[src/rtl/alu_seq_pkg.sv]
// Shared definitions for the sequential ALU: opcodes, FSM states, flag bit positions.
package alu_seq_pkg;

  localparam logic [3:0] OP_ADD  = 4'b0000;
  localparam logic [3:0] OP_SUB  = 4'b0001;
  localparam logic [3:0] OP_ADC  = 4'b0010;
  localparam logic [3:0] OP_SBC  = 4'b0011;
  localparam logic [3:0] OP_AND  = 4'b0100;
  localparam logic [3:0] OP_OR   = 4'b0101;
  localparam logic [3:0] OP_XOR  = 4'b0110;
  localparam logic [3:0] OP_SLL  = 4'b1000;
  localparam logic [3:0] OP_SRL  = 4'b1001;
  localparam logic [3:0] OP_SRA  = 4'b1010;
  localparam logic [3:0] OP_PASS = 4'b1111;

  typedef enum logic [1:0] {
    IDLE  = 2'd0,
    SHIFT = 2'd1,
    DONE  = 2'd2
  } state_t;

  // Bit positions inside the {Z,N,C,V} flag vector.
  localparam int FZ = 3;
  localparam int FN = 2;
  localparam int FC = 1;
  localparam int FV = 0;

  function automatic logic is_shift_op(input logic [3:0] o);
    return (o == OP_SLL) || (o == OP_SRL) || (o == OP_SRA);
  endfunction

endpackage

[src/rtl/alu_seq_core_addsub.sv]
// Ripple-carry adder/subtractor; subtraction is a + ~b + cin with invert_b set.
module alu_addsub #(
  parameter int WIDTH = 8
) (
  input  logic [WIDTH-1:0] a,
  input  logic [WIDTH-1:0] b,
  input  logic             cin,
  input  logic             invert_b,
  output logic [WIDTH-1:0] sum,
  output logic             cout,
  output logic             v
);

  logic [WIDTH-1:0] w_b;
  logic             w_c_msb;

  assign w_b = invert_b ? ~b : b;

  // Ripple the carry bit by bit, remembering the carry into the MSB for overflow.
  always_comb begin
    logic c;
    // NOTE: every output gets a value before the loop so no latch is inferred.
    sum     = '0;
    w_c_msb = 1'b0;
    c       = cin;
    for (int i = 0; i < WIDTH; i++) begin
      sum[i] = a[i] ^ w_b[i] ^ c;
      if (i == WIDTH - 1) w_c_msb = c;
      c = (a[i] & w_b[i]) | (c & (a[i] ^ w_b[i]));
    end
    cout = c;
  end

  assign v = w_c_msb ^ cout;

endmodule

[src/rtl/alu_seq_core.sv]
// Registered WIDTH-bit ALU with valid/ready handshake, bit-serial shifts and a
// persistent carry flag for multi-word ADC/SBC chains.
module alu_seq_core
  import alu_seq_pkg::*;
#(
  parameter int WIDTH = 8,
  parameter int SHW   = $clog2(WIDTH)
) (
  input  logic             clk,
  input  logic             rst_n,
  input  logic             in_valid,
  output logic             in_ready,
  input  logic [3:0]       op,
  input  logic [WIDTH-1:0] a_in,
  input  logic [WIDTH-1:0] b_in,
  output logic             out_valid,
  input  logic             out_ready,
  output logic [WIDTH-1:0] result,
  output logic [3:0]       flags,
  output logic             busy
);

  state_t           r_state, w_state_next;
  logic [WIDTH-1:0] r_result;
  logic [3:0]       r_flags;
  logic [3:0]       r_op;
  logic [WIDTH-1:0] r_work;
  logic [SHW-1:0]   r_count;

  logic             w_accept;
  logic             w_is_shift;
  logic [SHW-1:0]   w_amt;
  logic             w_cin, w_inv;
  logic [WIDTH-1:0] w_sum;
  logic             w_cout, w_v;
  logic [WIDTH-1:0] w_alu_res;
  logic             w_alu_c, w_alu_v;
  logic [WIDTH-1:0] w_shift_next;
  logic             w_shift_out;

  function automatic logic [3:0] mk_flags(input logic [WIDTH-1:0] res,
                                          input logic c, input logic v);
    logic [3:0] f;
    f     = '0;
    f[FZ] = (res == '0);
    f[FN] = res[WIDTH-1];
    f[FC] = c;
    f[FV] = v;
    return f;
  endfunction

  assign out_valid  = (r_state == DONE);
  assign in_ready   = (r_state == IDLE) && !out_valid;
  assign busy       = (r_state == SHIFT);
  assign result     = r_result;
  assign flags      = r_flags;
  assign w_accept   = in_valid && in_ready;
  assign w_is_shift = is_shift_op(op);
  assign w_amt      = b_in[SHW-1:0];

  // Adder control: carry-in and operand inversion chosen from the incoming opcode.
  always_comb begin
    w_cin = 1'b0;
    w_inv = 1'b0;
    case (op)
      OP_SUB: begin w_cin = 1'b1;        w_inv = 1'b1; end
      OP_ADC: begin w_cin = r_flags[FC]; w_inv = 1'b0; end
      OP_SBC: begin w_cin = r_flags[FC]; w_inv = 1'b1; end
      default: ;
    endcase
  end

  alu_addsub #(.WIDTH(WIDTH)) u_addsub (
    .a        (a_in),
    .b        (b_in),
    .cin      (w_cin),
    .invert_b (w_inv),
    .sum      (w_sum),
    .cout     (w_cout),
    .v        (w_v)
  );

  // Single-cycle result and C/V for arithmetic, logic and pass-through opcodes.
  always_comb begin
    w_alu_res = a_in;
    w_alu_c   = r_flags[FC];
    w_alu_v   = 1'b0;
    case (op)
      OP_ADD, OP_SUB, OP_ADC, OP_SBC: begin
        w_alu_res = w_sum;
        w_alu_c   = w_cout;
        w_alu_v   = w_v;
      end
      OP_AND:  w_alu_res = a_in & b_in;
      OP_OR:   w_alu_res = a_in | b_in;
      OP_XOR:  w_alu_res = a_in ^ b_in;
      OP_PASS: w_alu_res = a_in;
      default: ;
    endcase
  end

  // One-position shift of the work register plus the bit that falls out.
  always_comb begin
    w_shift_next = r_work;
    w_shift_out  = 1'b0;
    case (r_op)
      OP_SLL: begin
        w_shift_next = {r_work[WIDTH-2:0], 1'b0};
        w_shift_out  = r_work[WIDTH-1];
      end
      OP_SRL: begin
        w_shift_next = {1'b0, r_work[WIDTH-1:1]};
        w_shift_out  = r_work[0];
      end
      OP_SRA: begin
        w_shift_next = {r_work[WIDTH-1], r_work[WIDTH-1:1]};
        w_shift_out  = r_work[0];
      end
      default: ;
    endcase
  end

  // State register.
  always_ff @(posedge clk or negedge rst_n) begin
    // NOTE: sequential state uses non-blocking assignments so all registers update together.
    if (!rst_n) r_state <= IDLE;
    else        r_state <= w_state_next;
  end

  // Next-state logic.
  always_comb begin
    w_state_next = r_state;
    case (r_state)
      IDLE:  if (w_accept) w_state_next = (w_is_shift && w_amt != '0) ? SHIFT : DONE;
      SHIFT: if (r_count == SHW'(1)) w_state_next = DONE;
      DONE:  if (out_ready) w_state_next = IDLE;
      default: w_state_next = IDLE;
    endcase
  end

  // Datapath: capture operands, run shifts, and register result/flags on completion.
  always_ff @(posedge clk or negedge rst_n) begin
    if (!rst_n) begin
      r_result <= '0;
      r_flags  <= '0;
      r_op     <= '0;
      r_work   <= '0;
      r_count  <= '0;
    end else begin
      case (r_state)
        IDLE: begin
          if (w_accept) begin
            r_op    <= op;
            r_work  <= a_in;
            r_count <= w_amt;
            if (!w_is_shift) begin
              r_result <= w_alu_res;
              r_flags  <= mk_flags(w_alu_res, w_alu_c, w_alu_v);
            end else if (w_amt == '0) begin
              r_result <= a_in;
              r_flags  <= mk_flags(a_in, r_flags[FC], 1'b0);
            end
          end
        end
        SHIFT: begin
          r_work  <= w_shift_next;
          r_count <= r_count - SHW'(1);
          if (r_count == SHW'(1)) begin
            r_result <= w_shift_next;
            r_flags  <= mk_flags(w_shift_next, w_shift_out, 1'b0);
          end
        end
        default: ;
      endcase
    end
  end

endmodule

[config.mk]
export PLATFORM = sky130hd
export DESIGN_NAME = alu_seq_core
export DESIGN_NICKNAME = d
export VERILOG_FILES = /design/src/rtl/alu_seq_pkg.sv /design/src/rtl/alu_seq_core_addsub.sv /design/src/rtl/alu_seq_core.sv
export SDC_FILE = /design/constraint.sdc
export NUM_CORES = 1
export LEC_CHECK = 0
export ABC_AREA = 1
export CORE_ASPECT_RATIO = 0.7
export CORE_MARGIN = 5
export CORE_UTILIZATION = 55
export DETAILED_ROUTE_END_ITERATION = 10
export PLACE_DENSITY = 0.81
export SETUP_SLACK_MARGIN = 0.15
export SYNTH_ARGS = -nofsm -noshare
export SYNTH_HDL_FRONTEND = slang
export SYNTH_SLANG_ARGS = --single-unit
export TNS_END_PERCENT = 1
[constraint.sdc]
create_clock -name clk -period 12.26 [get_ports clk]
set_input_delay 1.226 -clock clk [delete_from_list [all_inputs] [get_ports clk]]
set_output_delay 1.226 -clock clk [all_outputs]
set_load 0.02 [all_outputs]
==> results.md <==
* Status: finished clean
* 1st-pass router iterations at 5
* Grt ovf at 0
* Setup bufs post-CTS at 0
* ANT nets after route at 0
* DR vias at 2474
* HPWL after DPL at around 5500 microns
* Starting density of the core at between 50 and 60%
* Pre-CTS WS at ~5.4 ns
* Fmax at 0.1522 GHz
* Hold buffers post-CTS at 0
* Die area at ~0.0062 sq mm
* Post-CTS Resized at 0
* RSZ-0062 raised after global routing: false
* Minimum clock period at roughly 6.6 ns
* Cell area after layout at a little over 0.003 sq mm
* Top FF cell, synth: dfrtp_1
* Total power at 568.5 uW
* CP max FO at 10
* Crit. End Element: flip-flop
* Clock latency at the later pin of the worst-skew pair at 0.29 ns
* GR Util All Layers at between 20% and 30%
* Startpoint types: input port
* Initial antenna violation count at 0
* Max cap viols at 0
* CTS buffer count at 3
* Slew HR at 72.30%
* Final cycle utilization of the critical path at around 54%
* WS Path Type: input port to flip-flop
* Met3 usage at under 10%
* Worst-path clk slew at ~0.1 ns
* Vertical die dimension at ~67 microns
* P&R area growth vs syn at 18.12%
* Post-synthesis sequential area ratio at 27.21%
* Crit path required time at between 10 and 15 ns
* Nets at ~430
* Gr busiest metal: met2
* Worst Path Arrival at 6.79 ns
* DR DRC count at 0
* GP Congestion at about 1.0
* Met1 GRT Util at 33.72%
* Placeable Area at ~0.0044 sq mm
* # rows at 20
* CTS H-tree depth at 1
* # setup viols final at 0
* Layout cells sized above 1 at between 10% and 20%
* Max clock buf depth at 2
* Worst-margin pin slew at slightly above 0.4 ns
* Synthesized netlist cell count at about 340
* DR vias/cell at roughly 5.7
* CTS sink cnt at 28
* Setup WS post-layout at around 5.7 ns
* Synthesized area per cell at approximately 7.5 sq um
* # IOs at 39
* Util after Layout at 68.67%
* Placement Cell Area at approximately 0.0030 sq mm
* Final Hold Viols at 0
* WL final at a little under 7000 microns
* GRT met2 Usage at a little over a third
* Port Buf Inserts at 38
* First-pass GRT wire length at roughly 11000 microns
* Min-delay worst type: flip-flop to flip-flop
* Synth async-reset ratio at 100.0%
* Netlist cell types at 38
* CTS tree: built
* Yosys reg bits at 28
* Leak at 1.458 nW
* Pwr Density at roughly 190 mW/mm^2
* Number of DRC markers in iteration 0 at around 280
* Yosys warning count at 0
* Most frequent cells in the layout: 89 x nand2_1, 48 x inv_1, 38 x clkdlybuf4s50_1
* Vias in the first global route at 2308
* Setup_tns at 0 ns
* Final Max Slew Viols at 0
* Skew final at roughly 0.0071 ns
* WL/cell at approximately 16 microns
* Pin count of the biggest net entering global routing at 29
* Die X at between 90 and 100 microns
* Netlist Area Pre-Place at ~0.0026 sq mm
* Antenna diodes at 0
* Root Buffer: clkbuf_8
* EDFF count, synth at 0
* Peak VDD IR at between 0.1 and 0.15 mV
* Post-Syn Nets at between 300 and 400
* Commonest non-fill, non-tap cell in the layout: nand2_1
layer usage:
layer | up-vias | wire, microns
met5 | - | 0
met4 | 0 | 74
met3 | 11 | 667
met2 | 121 | 3006
met1 | 1162 | 3139
li1 | 1180 | -
area by class of cell:
cell class	instances	area [sq um]
sequential	28	700.7
fill	375	1388
timing repair buffer	39	387.9
inverter	57	216.5
tap	55	68.82
clock buffer	4	55.05
multi-input combinational	253	1613
through the flow:
stage	hold WS (ns)	cells
after floorplan	0.5138	344
after detailed placement	0.4779	432
after global routing	0.5237	436
final	0.4953	436
after global placement	0.4720	432
after CTS	0.5004	436
cells in the mapped netlist, drive strengths merged, types with 7 or more instances:
library cell  instances  area, sq um
o21ai                15        75.07
fa                    8        160.2
nor3                  8        75.07
nand2                91        351.6
ha                   18        225.2
o211ai               12        100.1
a21oi                 9        52.55
inv                  56        212.7
xor2                  9        78.83
nor2                 33        171.4
nand3                28        157.7
o21a                  7        52.55
dfrtp                28        700.7
power by group:
part	internal [mW]	switching, mW
sequential	0.138	0.0389
clock	0.0289	0.0307
combinational	0.133	0.199
total	0.300	0.269
cell families after synthesis:
group           Yosys count  share of synthesized area [%]
flops                    28                          27.21
compound gates           54                          14.29
xor+xnor                  9                          3.061
fa+ha+maj                26                          14.97
buf+inv                  63                          10.16
simple gates            164                          30.32
final timing paths:
| check | depth (start not counted) | start | to | slack (ns) |
|---|---|---|---|---|
| min in group asynchronous | 2 | rst_n | result[6] | 1.31 |
| min | 2 | result[2] | result[2] | 0.50 |
| max in group asynchronous | 2 | rst_n | r_work[2] | 10.67 |
| max reg2reg | 19 | flags[1] | flags[3] | 7.69 |
| max | 21 | op[2] | flags[3] | 5.69 |
| min reg2reg | 2 | result[2] | result[2] | 0.50 |
critical path, stage by stage:
cell	delay, ns
clkdlybuf4s50_1	0.58
nor2_2	0.41
nand2_1	0.36
xor2_1	0.26
fa_1	0.42
fa_1	0.39
fa_1	0.39
fa_1	0.42
fa_1	0.37
inv_1	0.09
fa_1	0.16
inv_1	0.05
fa_1	0.42
fa_1	0.45
nand2_1	0.08
nand2_1	0.07
nor3_2	0.23
nand2_1	0.09
nor2_1	0.11
nand3_1	0.08
a21oi_1	0.14
registers in the layout, summed over array words and instances (netlist names):
name / count
r_work: 8
r_state: 2
r_op: 4
flags: 4
r_count: 3
result: 7
Note: power is estimated with default switching activity, not from simulation.
